$ cat config.mk
export PLATFORM = sky130hd
export DESIGN_NAME = selector41_scan_ctrl
export DESIGN_NICKNAME = d
export VERILOG_FILES = /design/src/rtl/selector_pkg.sv /design/src/rtl/selector41_next_chan.sv /design/src/rtl/selector41_scan_ctrl.sv
export SDC_FILE = /design/constraint.sdc
export NUM_CORES = 1
export LEC_CHECK = 0
export CORE_UTILIZATION = 31
export CTS_BUF_LIST = sky130_fd_sc_hd__clkbuf_4
export DETAILED_ROUTE_END_ITERATION = 8
export PLACE_DENSITY = 0.56
export SYNTH_ARGS = -nofsm -noshare
export SYNTH_HDL_FRONTEND = slang
export SYNTH_SLANG_ARGS = --single-unit
$ cat constraint.sdc
create_clock -name iCLK -period 1.9 [get_ports iCLK]
set_clock_uncertainty 0.05 [all_clocks]
set_input_delay 0.475 -clock iCLK [delete_from_list [all_inputs] [get_ports iCLK]]
set_output_delay 0.475 -clock iCLK [all_outputs]
set_load 0.005 [all_outputs]
$ cat src/rtl/selector_pkg.sv
// selector_pkg: shared state encoding, channel sizing and priority helper for the selector scan controller
package selector_pkg;
  localparam int CHAN_W = 2;
  localparam int NUM_CHAN = 4;
  typedef enum logic {IDLE = 1'b0, DWELL = 1'b1} state_t;
  function automatic logic [CHAN_W-1:0] lowest_set(input logic [NUM_CHAN-1:0] mask);
    return mask[0] ? 2'd0 : mask[1] ? 2'd1 : mask[2] ? 2'd2 : 2'd3;
  endfunction
endpackage

$ cat src/rtl/selector41_next_chan.sv
// selector41_next_chan: picks the next enabled channel above the current one, wrapping to the lowest enabled
module selector41_next_chan
  import selector_pkg::*;
(
  input  logic [CHAN_W-1:0]   chan,
  input  logic [NUM_CHAN-1:0] mask,
  output logic [CHAN_W-1:0]   nxt_chan,
  output logic                wrap,
  output logic                no_chan
);
  logic [NUM_CHAN-1:0] hi;
  assign hi = mask & (4'hE << chan);
  assign nxt_chan = (hi != '0) ? lowest_set(hi) : lowest_set(mask);
  assign wrap = (hi == '0) && (mask != '0);
  assign no_chan = (mask == '0);
endmodule

$ cat src/rtl/selector41_scan_ctrl.sv
// selector41_scan_ctrl: steps the 4:1 selector through enabled channels, holding each for a programmable dwell
module selector41_scan_ctrl
  import selector_pkg::*;
#(
  parameter int DWELL_W = 8
) (
  input  logic               iCLK,
  input  logic               iRST_N,
  input  logic               iStart,
  input  logic               iStop,
  input  logic               iMode,
  input  logic [DWELL_W-1:0] iDwell,
  input  logic [3:0]         iMask,
  output logic               oS1,
  output logic               oS0,
  output logic               oValid,
  output logic               oFirst,
  output logic               oFrameDone,
  output logic               oBusy
);
  state_t state, state_d;
  logic [CHAN_W-1:0] chan, chan_d, nxt_chan;
  logic [DWELL_W-1:0] cnt, cnt_d, reload;
  logic first, first_d, done, done_d, wrap, no_chan;
  selector41_next_chan u_next (
    .chan(chan),
    .mask(iMask),
    .nxt_chan(nxt_chan),
    .wrap(wrap),
    .no_chan(no_chan)
  );
  // counter holds remaining cycles minus one, so a zero dwell behaves as one
  assign reload = (iDwell == '0) ? '0 : iDwell - 1'b1;
  always_ff @(posedge iCLK or negedge iRST_N) begin
    if (!iRST_N) begin
      state <= IDLE;
      chan <= '0;
      cnt <= '0;
      first <= 1'b0;
      done <= 1'b0;
    end else begin
      state <= state_d;
      chan <= chan_d;
      cnt <= cnt_d;
      first <= first_d;
      done <= done_d;
    end
  end
  always_comb begin
    state_d = state;
    chan_d = chan;
    cnt_d = cnt;
    first_d = 1'b0;
    done_d = 1'b0;
    if (state == IDLE) begin
      if (iStart && !iStop && iMask != '0) begin
        state_d = DWELL;
        chan_d = lowest_set(iMask);
        cnt_d = reload;
        first_d = 1'b1;
      end
    end else if (iStop) begin
      state_d = IDLE;
    end else if (cnt != '0) begin
      cnt_d = cnt - 1'b1;
    end else if (no_chan || (wrap && iMode)) begin
      state_d = IDLE;
      done_d = 1'b1;
    end else begin
      chan_d = nxt_chan;
      cnt_d = reload;
      first_d = 1'b1;
      done_d = wrap;
    end
  end
  assign {oS1, oS0} = chan;
  assign oValid = (state == DWELL);
  assign oBusy = (state == DWELL);
  assign oFirst = first;
  assign oFrameDone = done;
endmodule

==> results.txt, run 1 <==
Register Area = 327 um^2
CP Capture Type = register
Clock latency on the worst-skew pair = 0.28 ns
Peak Freq = 0.551 GHz
Flop2flop setup slack = 0.10 ns
Async S/R FF share, synth = 100%
Largest fanout on the critical path = 5
Drt via density = 4.69
Clock root buffer = clkbuf_4
Total power = 1.78 mW
Critical path arrival = 1.94 ns
Final period utilization = 95.6%
First-pass GRT wire length = 3920 um
GR Overflow Total = 0
Area Growth Syn to Fin = 54.2%
Die outline width = 59.1 um
Leakage = 0.694 nW
Sequential area share after synthesis = 32.2%
WHS = 0.515 ns
GPL Wtd Cong = 0.789
IO Count = 23
Syn Area/Cell = 8.87 um^2
Most used DFF post-synth = dfrtp_1
Yosys reg bits = 13
Cell Area, Placed = 1460 um^2
Area of the multi-input gates = 664 um^2
Via count = 990
Synth Instances = 114
Worst slew pin tran = 0.594 ns
Cell Area, Synth = 1010 um^2
Final Slew Violations = 0
DRT met1 WL = 1030 um
Final design area excluding fillers = 1560 um^2
Period minus WS final = 1.82 ns
Area leader, netlist = dfrtp_1
DRC Markers = 0
Initial antenna violation count = 0
P per Cell Area = 1140 nW/um^2
Worst VDD drop = 339 uV
EDFF count, synth = 0
CTS sink count = 13
CTS buffer count = 3
Die area = 3490 um^2
Clk slew on worst S/H paths = 0.08 ns
CP Launch Type = input pin
Worst Slack Setup Final = 0.0836 ns
Largest cells by area after synthesis = dfrtp_1 32%, mux2_4 5.9%, xnor2_1 5.2%, ha_1 5.0%, o21ai_0 4.5%
Drt total wl = 2430 um
Fraction of layout instances using a drive strength above 1 = 33.5%
CTS Hold Buffers Added = 0
Final Setup Violations = 0
Vias in the first global route = 975
RSZ-0062 raised after global routing = yes
CTS tree = built
Final Hold Viols = 0
Worst rel slew slack = 60.3%
Synth top area share = 32.2%
Hold Crit Class = input pin to async pin
Fillers = 286
Core area = 3080 um^2
Antenna violation net count after detailed routing = 0
Routed length on met3 = 118 um
Place WS = -0.413 ns
DR WL/cell = 11.5 um
Fin nets = 189
Distinct cell type count after synthesis = 37
Synth cell count leaders = 13 x dfrtp_1, 11 x nand2_1, 10 x nor2_1
Die Height = 59.1 um
Initial Util = 32.8%
Buffers on Ports = 22
Syn Nets = 135
Top-count cell post-synth = dfrtp_1
Core Rows = 20
Critical Path RT = 2.02 ns
H-tree level count = 1
Synth warnings = 0
All-Layer GR Usage = 15.0%
Setup TNS = 0 ns
Hpwl dp = 1950 um
Max cap viols = 0
WL met2 = 1210 um
Top sig layer = met4
Setup CP Type = input pin to register
Clk buf depth = 2
Largest net degree at the start of global routing = 14
Diode count = 0
DRT iter0 DRCs = 78
Outcome = completed
Detailed Routing Iterations Pass 1 = 4
==> layer usage <==
metal	global-route usage, %	vias up
met1	15.7	452
met2	27.9	27
met5	0	-
li1	-	505
met3	3.28	6
met4	7.82	0
==> logic make-up after synthesis <==
| kind of cell | after synthesis | share of synthesized area, % |
|---|---|---|
| simple gates | 41 | 21.9 |
| compound gates | 29 | 19.9 |
| fa+ha+maj | 4 | 4.95 |
| buf+inv | 12 | 5.07 |
| flops | 13 | 32.2 |
| xor+xnor | 9 | 7.80 |
| mux | 6 | 8.17 |
==> worst paths after layout <==
kind / startpoint / to / cells past startpoint
worst min register to register: chan[0] / chan[0] / 2
max in group asynchronous: iRST_N / oBusy / 1
worst min-delay path: iRST_N / oFrameDone / 1
min in group iCLK: chan[0] / chan[0] / 2
worst max-delay path: iDwell[4] / cnt[3] / 7
worst max register to register: cnt[1] / cnt[2] / 9
==> sequential cells by signal (all words and copies together) (netlist names) <==
name	count
chan	2
oFirst	1
oFrameDone	1
cnt	8
oBusy	1
==> layout make-up <==
class / count / share of cell area, %
timing repair buffer: 51 / 28.3
inverter: 10 / 2.73
sequential: 13 / 20.9
multi-input combinational: 89 / 42.6
clock buffer: 4 / 1.93
tap: 44 / 3.53
==> layout by cell type (no fill, tap or decap), types with 3 or more instances in the layout <==
master / netlist / layout
nand2_1: 11 / 11
inv_1: 9 / 7
nor3_1: 5 / 3
clkdlybuf4s50_1: 0 / 18
ha_1: 4 / 3
dfrtp_1: 13 / 12
xor2_1: 3 / 3
xnor2_1: 6 / 6
buf_4: 1 / 29
nand2b_1: 3 / 3
o22a_1: 3 / 3
clkbuf_4: 0 / 4
a21oi_1: 5 / 4
o21ai_1: 1 / 3
o21ai_0: 9 / 7
mux2_4: 4 / 4
nor2_1: 10 / 9
==> timing repair <==
| item | 4_1_cts | 5_1_grt |
|---|---|---|
| pin swaps | 2 | 5 |
| resized for setup | 5 | 12 |
| setup endpoints to repair | 11 | 11 |
| setup buffers | 0 | 5 |
==> report_power, final <==
part / total (mW) / switching, mW / internal [mW]
registers: 0.521 / 0.132 / 0.389
clock network: 0.188 / 0.0925 / 0.0958
logic: 1.07 / 0.449 / 0.621
total: 1.78 / 0.673 / 1.11
==> critical path, cell delays in order <==
cell             delay, ns
clkdlybuf4s50_1       0.43
nor4_2                0.27
buf_4                 0.15
nand3_1               0.11
nand2_4               0.11
o22ai_1               0.12
mux2_4                0.27
==> metrics by stage <==
stage          util (%)  instances
2_1_floorplan         -        114
3_3_place_gp       47.3        202
3_5_place_dp       47.3        202
4_1_cts            48.4        206
5_1_grt            50.7        211
6_report           50.7        211
No activity file was read; power rests on OpenSTA's default activity.
==> run 2: changes to the inputs <==
--- a/config.mk
+++ b/config.mk
@@ -5,10 +5,11 @@
 export SDC_FILE = /design/constraint.sdc
 export NUM_CORES = 1
 export LEC_CHECK = 0
-export CORE_UTILIZATION = 31
+export CORE_UTILIZATION = 40
 export CTS_BUF_LIST = sky130_fd_sc_hd__clkbuf_4
 export DETAILED_ROUTE_END_ITERATION = 8
-export PLACE_DENSITY = 0.56
+export PLACE_DENSITY = 0.72
+export REMOVE_ABC_BUFFERS = 1
 export SYNTH_ARGS = -nofsm -noshare
 export SYNTH_HDL_FRONTEND = slang
 export SYNTH_SLANG_ARGS = --single-unit
==> results.txt, run 2 (synthesis gave the netlist of run 1 again) <==
Setup crit end = cnt[2]
Fraction of layout instances using a drive strength above 1 = 36.4%
Core Rows = 17
Fin nets = 187
CP Launch Type = input pin
Setup CP Type = input pin to register
Critical Path RT = 2.01 ns
Largest register FFs = 8
Worst slew pin tran = 0.565 ns
Biggest regs = cnt x8, chan x2
Most frequent cells in the layout = 25 x buf_4, 19 x clkdlybuf4s50_1, 11 x nand2_1, 11 x dfrtp_1, 9 x nor2_1
Largest net degree at the start of global routing = 14
CTS tree = built
Via count = 1032
Final design area excluding fillers = 1590 um^2
Hpwl dp = 2010 um
Flop2flop setup slack = 0.07 ns
Final Setup Violations = 0
Leakage = 0.702 nW
Worst setup path start = iMask[0]
All-Layer GR Usage = 21.0%
Diode count = 0
Core area = 2300 um^2
CTS Hold Buffers Added = 0
Clock root buffer = clkbuf_4
First-pass GRT wire length = 4130 um
DRC Markers = 0
Final period utilization = 97.0%
Drt total wl = 2740 um
Drt via density = 5.35
Critical path arrival = 1.95 ns
Most common cell after layout, fill and taps aside = buf_4
Worst Slack Setup Final = 0.0575 ns
Worst rel slew slack = 62.2%
Worst flop-to-flop path endpoint = cnt[7]
Reg2Reg Depth = 6
Max cap viols = 0
P_sw = 769 uW
H-tree level count = 1
Clk buf depth = 2
Detailed Routing Iterations Pass 1 = 4
IO Count = 23
Total power = 1.90 mW
Final Hold Viols = 0
CTS sink count = 13
Cell Area, Placed = 1430 um^2
Initial antenna violation count = 0
Area Growth Syn to Fin = 57.4%
Worst VDD drop = 631 uV
Vias in the first global route = 994
Die outline width = 52.3 um
Period minus WS final = 1.84 ns
CTS buffer count = 3
DR WL/cell = 14.2 um
P per Cell Area = 1190 nW/um^2
Cell Int Power = 1.13 mW
Setup TNS = 0 ns
DRT iter0 DRCs = 19
FF-to-FF Start = cnt[5]
Sw Share = 40.5%
Fillers = 190
Place WS = -0.415 ns
Clock latency on the worst-skew pair = 0.28 ns
Outcome = completed
Die Height = 52.3 um
Peak Freq = 0.543 GHz
Clk slew on worst S/H paths = 0.08 ns
Reg with most FFs = cnt
Buffers on Ports = 22
Combinational Power Share = 61.1%
Initial Util = 44.0%
Largest fanout on the critical path = 5
Clock network power share = 8.9%
WHS = 0.498 ns
Die area = 2730 um^2
Antenna violation net count after detailed routing = 0
CP Capture Type = register
Flop pwr share = 30.0%
Hold Crit Class = input pin to async pin
Final Slew Violations = 0
GPL Wtd Cong = 0.770
GR Overflow Total = 0
==> run 2: layer usage <==
layer	routed length, um	track usage (%)	up-vias
li1	-	-	507
met1	1100	22.4	486
met2	1470	39.7	34
met3	114	2.90	5
met4	46	10.1	0
met5	0	0	-
==> run 2: timing repair <==
item / 4_1_cts / 5_1_grt
endpoints found under the setup margin: 9 / 9
gates resized for setup: 8 / 23
pin swaps: 2 / 8
cloned: 0 / 0
setup buffers: 0 / 4
==> run 2: final cells by class <==
type / count / area, um^2 / share of cell area (%)
flip-flops and latches: 13 / 328 / 20.6
clock inverters: 1 / 5.00 / 0.314
well taps: 28 / 35.0 / 2.20
inverters: 10 / 42.5 / 2.67
repair buffers: 49 / 430 / 27.0
multi-input cells: 89 / 728 / 45.8
clock buffers: 3 / 22.5 / 1.42
==> run 2: critical path, stage by stage <==
cell             delay, ns
clkdlybuf4s50_1       0.49
nor2_1                0.06
a21o_1                0.18
o32a_4                0.35
inv_6                 0.09
mux2_4                0.30
==> run 2: worst min path at each step <==
stage                   end  slack, ns  cells past startpoint
floorplan           chan[0]       0.13                      0
global placement    chan[0]       0.49                      2
detailed placement  chan[0]       0.51                      2
CTS                  cnt[0]       0.52                      1
global route         cnt[0]       0.55                      1
finish               cnt[0]       0.50                      1
==> run 2: power groups by stage <==
stage	clock, mW	sequential (mW)	combinational [mW]
floorplan	0	0.520	0.561
finish	0.169	0.569	1.16
detailed placement	0	0.536	0.966
CTS	0.175	0.549	0.994
global placement	0	0.526	0.938
global route	0.187	0.585	1.25
==> run 2: per-stage QoR <==
step           utilization (%)  cells
6_report                  69.3    193
5_1_grt                   69.3    193
4_1_cts                   64.3    189
3_5_place_dp              62.1    185
3_3_place_gp              62.1    185
2_1_floorplan                -    112
==> run 3: changes to the inputs <==
--- a/config.mk
+++ b/config.mk
@@ -5,6 +5,7 @@
 export SDC_FILE = /design/constraint.sdc
 export NUM_CORES = 1
 export LEC_CHECK = 0
+export CORE_MARGIN = 3
 export CORE_UTILIZATION = 40
 export CTS_BUF_LIST = sky130_fd_sc_hd__clkbuf_4
 export DETAILED_ROUTE_END_ITERATION = 8
==> results.txt, run 3 (synthesis gave the netlist of run 1 again) <==
Clk buf depth = 2
DRT iter0 DRCs = 18
Violated checks = negative setup slack
Inst Count DP = 184
Drt via density = 5.33
Setup crit end = cnt[7]
Final period utilization = 100%
Drt total wl = 2430 um
WHS = 0.516 ns
CP Launch Type = input pin
First-pass GRT wire length = 4240 um
Die outline width = 56.3 um
GPL Wtd Cong = 0.913
Fillers = 199
Final Hold Viols = 0
Flop2flop setup slack = 0.06 ns
Area Growth Syn to Fin = 45.2%
Busiest layer in global routing = met2
DRC Markers = 0
CP Capture Type = register
Worst Slack Setup Final = -0.000570 ns
Met2 usage = 29.7%
Fraction of layout instances using a drive strength above 1 = 27.3%
Buffers on Ports = 22
Met3 usage = 3.45%
Post-Layout Cell Count = 189
Leakage = 0.656 nW
Worst setup path start = iMask[2]
Setup CP Type = input pin to register
Hold Crit Class = input pin to async pin
FF-to-FF Start = cnt[0]
Die area = 3170 um^2
Outcome = finished, violations left
Detailed Routing Iterations Pass 1 = 4
RSZ-0062 raised after global routing = yes
Core Rows = 17
Reg with most FFs = cnt
Initial antenna violation count = 0
Fin nets = 183
Met1 Usage GRT = 18.0%
Worst VDD drop = 634 uV
CTS tree = built
Setup TNS = -0.000570 ns
Peak Freq = 0.526 GHz
Place WS = -0.463 ns
Via count = 1008
Worst rel slew slack = 61.6%
Clk slew on worst S/H paths = 0.07 ns
CTS sink count = 13
Initial Util = 44.0%
CTS buffer count = 3
Vias in the first global route = 1041
IO Count = 23
Largest fanout on the critical path = 5
GR Overflow Total = 0
Core area = 2300 um^2
Critical path arrival = 2.01 ns
Final Slew Violations = 0
Clock root buffer = clkbuf_4
Final Setup Violations = 1
Most common cell after layout, fill and taps aside = buf_4
Reg2Reg Depth = 9
Worst flop-to-flop path endpoint = cnt[7]
Antenna violation net count after detailed routing = 0
Biggest regs = cnt x8, chan x2
Max cap viols = 0
Clock latency on the worst-skew pair = 0.27 ns
H-tree level count = 1
Period minus WS final = 1.90 ns
Largest net degree at the start of global routing = 14
Most frequent cells in the layout = 23 x buf_4, 19 x clkdlybuf4s50_1, 12 x dfrtp_1, 11 x nand2_1
Diode count = 0
P per Cell Area = 1150 nW/um^2
DR WL/cell = 12.9 um
Critical Path RT = 2.01 ns
Die Height = 56.3 um
Worst slew pin tran = 0.575 ns
Hpwl dp = 2000 um
All-Layer GR Usage = 16.5%
Largest register FFs = 8
[run 3: worst max-delay path, cell delays in order]
cell and delay (ns):
clkdlybuf4s50_1 0.48, nor2_1 0.07, a21o_1 0.18, o32a_4 0.41
inv_6 0.09, mux2_4 0.30
[run 3: per-layer routing]
layer / vias to the layer above / wire (um)
li1: 497 / -
met1: 476 / 1040
met2: 28 / 1220
met3: 7 / 111
met4: 0 / 57
met5: - / 0
[run 3: area by class of cell]
class	count	area [um^2]	area share, %
timing repair buffer	45	393	26.8
clock buffer	4	30.0	2.05
inverter	10	42.5	2.90
multi-input combinational	89	641	43.6
sequential	13	327	22.3
tap	28	35.0	2.39
[run 3: worst min-delay path by stage]
stage / to / cells after the start
detailed placement: chan[0] / 2
global placement: chan[0] / 2
CTS: cnt[5] / 1
floorplan: chan[0] / 0
finish: cnt[1] / 1
global route: cnt[1] / 1
[run 3: what timing repair did]
item                                    CTS  global route
buffers inserted                          0             1
hold buffers                              0             0
gates resized for setup                   5             4
endpoints found under the setup margin   11             6
pin swaps                                 2             2
[run 3: power breakdown]
part	total [mW]	internal [mW]	switching, mW
Sequential	0.519	0.390	0.130
Clock	0.179	0.0957	0.0838
Combinational	0.994	0.564	0.430
Total	1.69	1.05	0.644
[run 3: metrics by stage]
step	util [%]	cell area (um^2)	power, mW
final	63.9	1470	1.69
after global routing	63.9	1470	1.84
after CTS	63.3	1460	1.69
after detailed placement	61.8	1420	1.50
after global placement	61.8	1420	1.47
after floorplan	-	1000	1.08
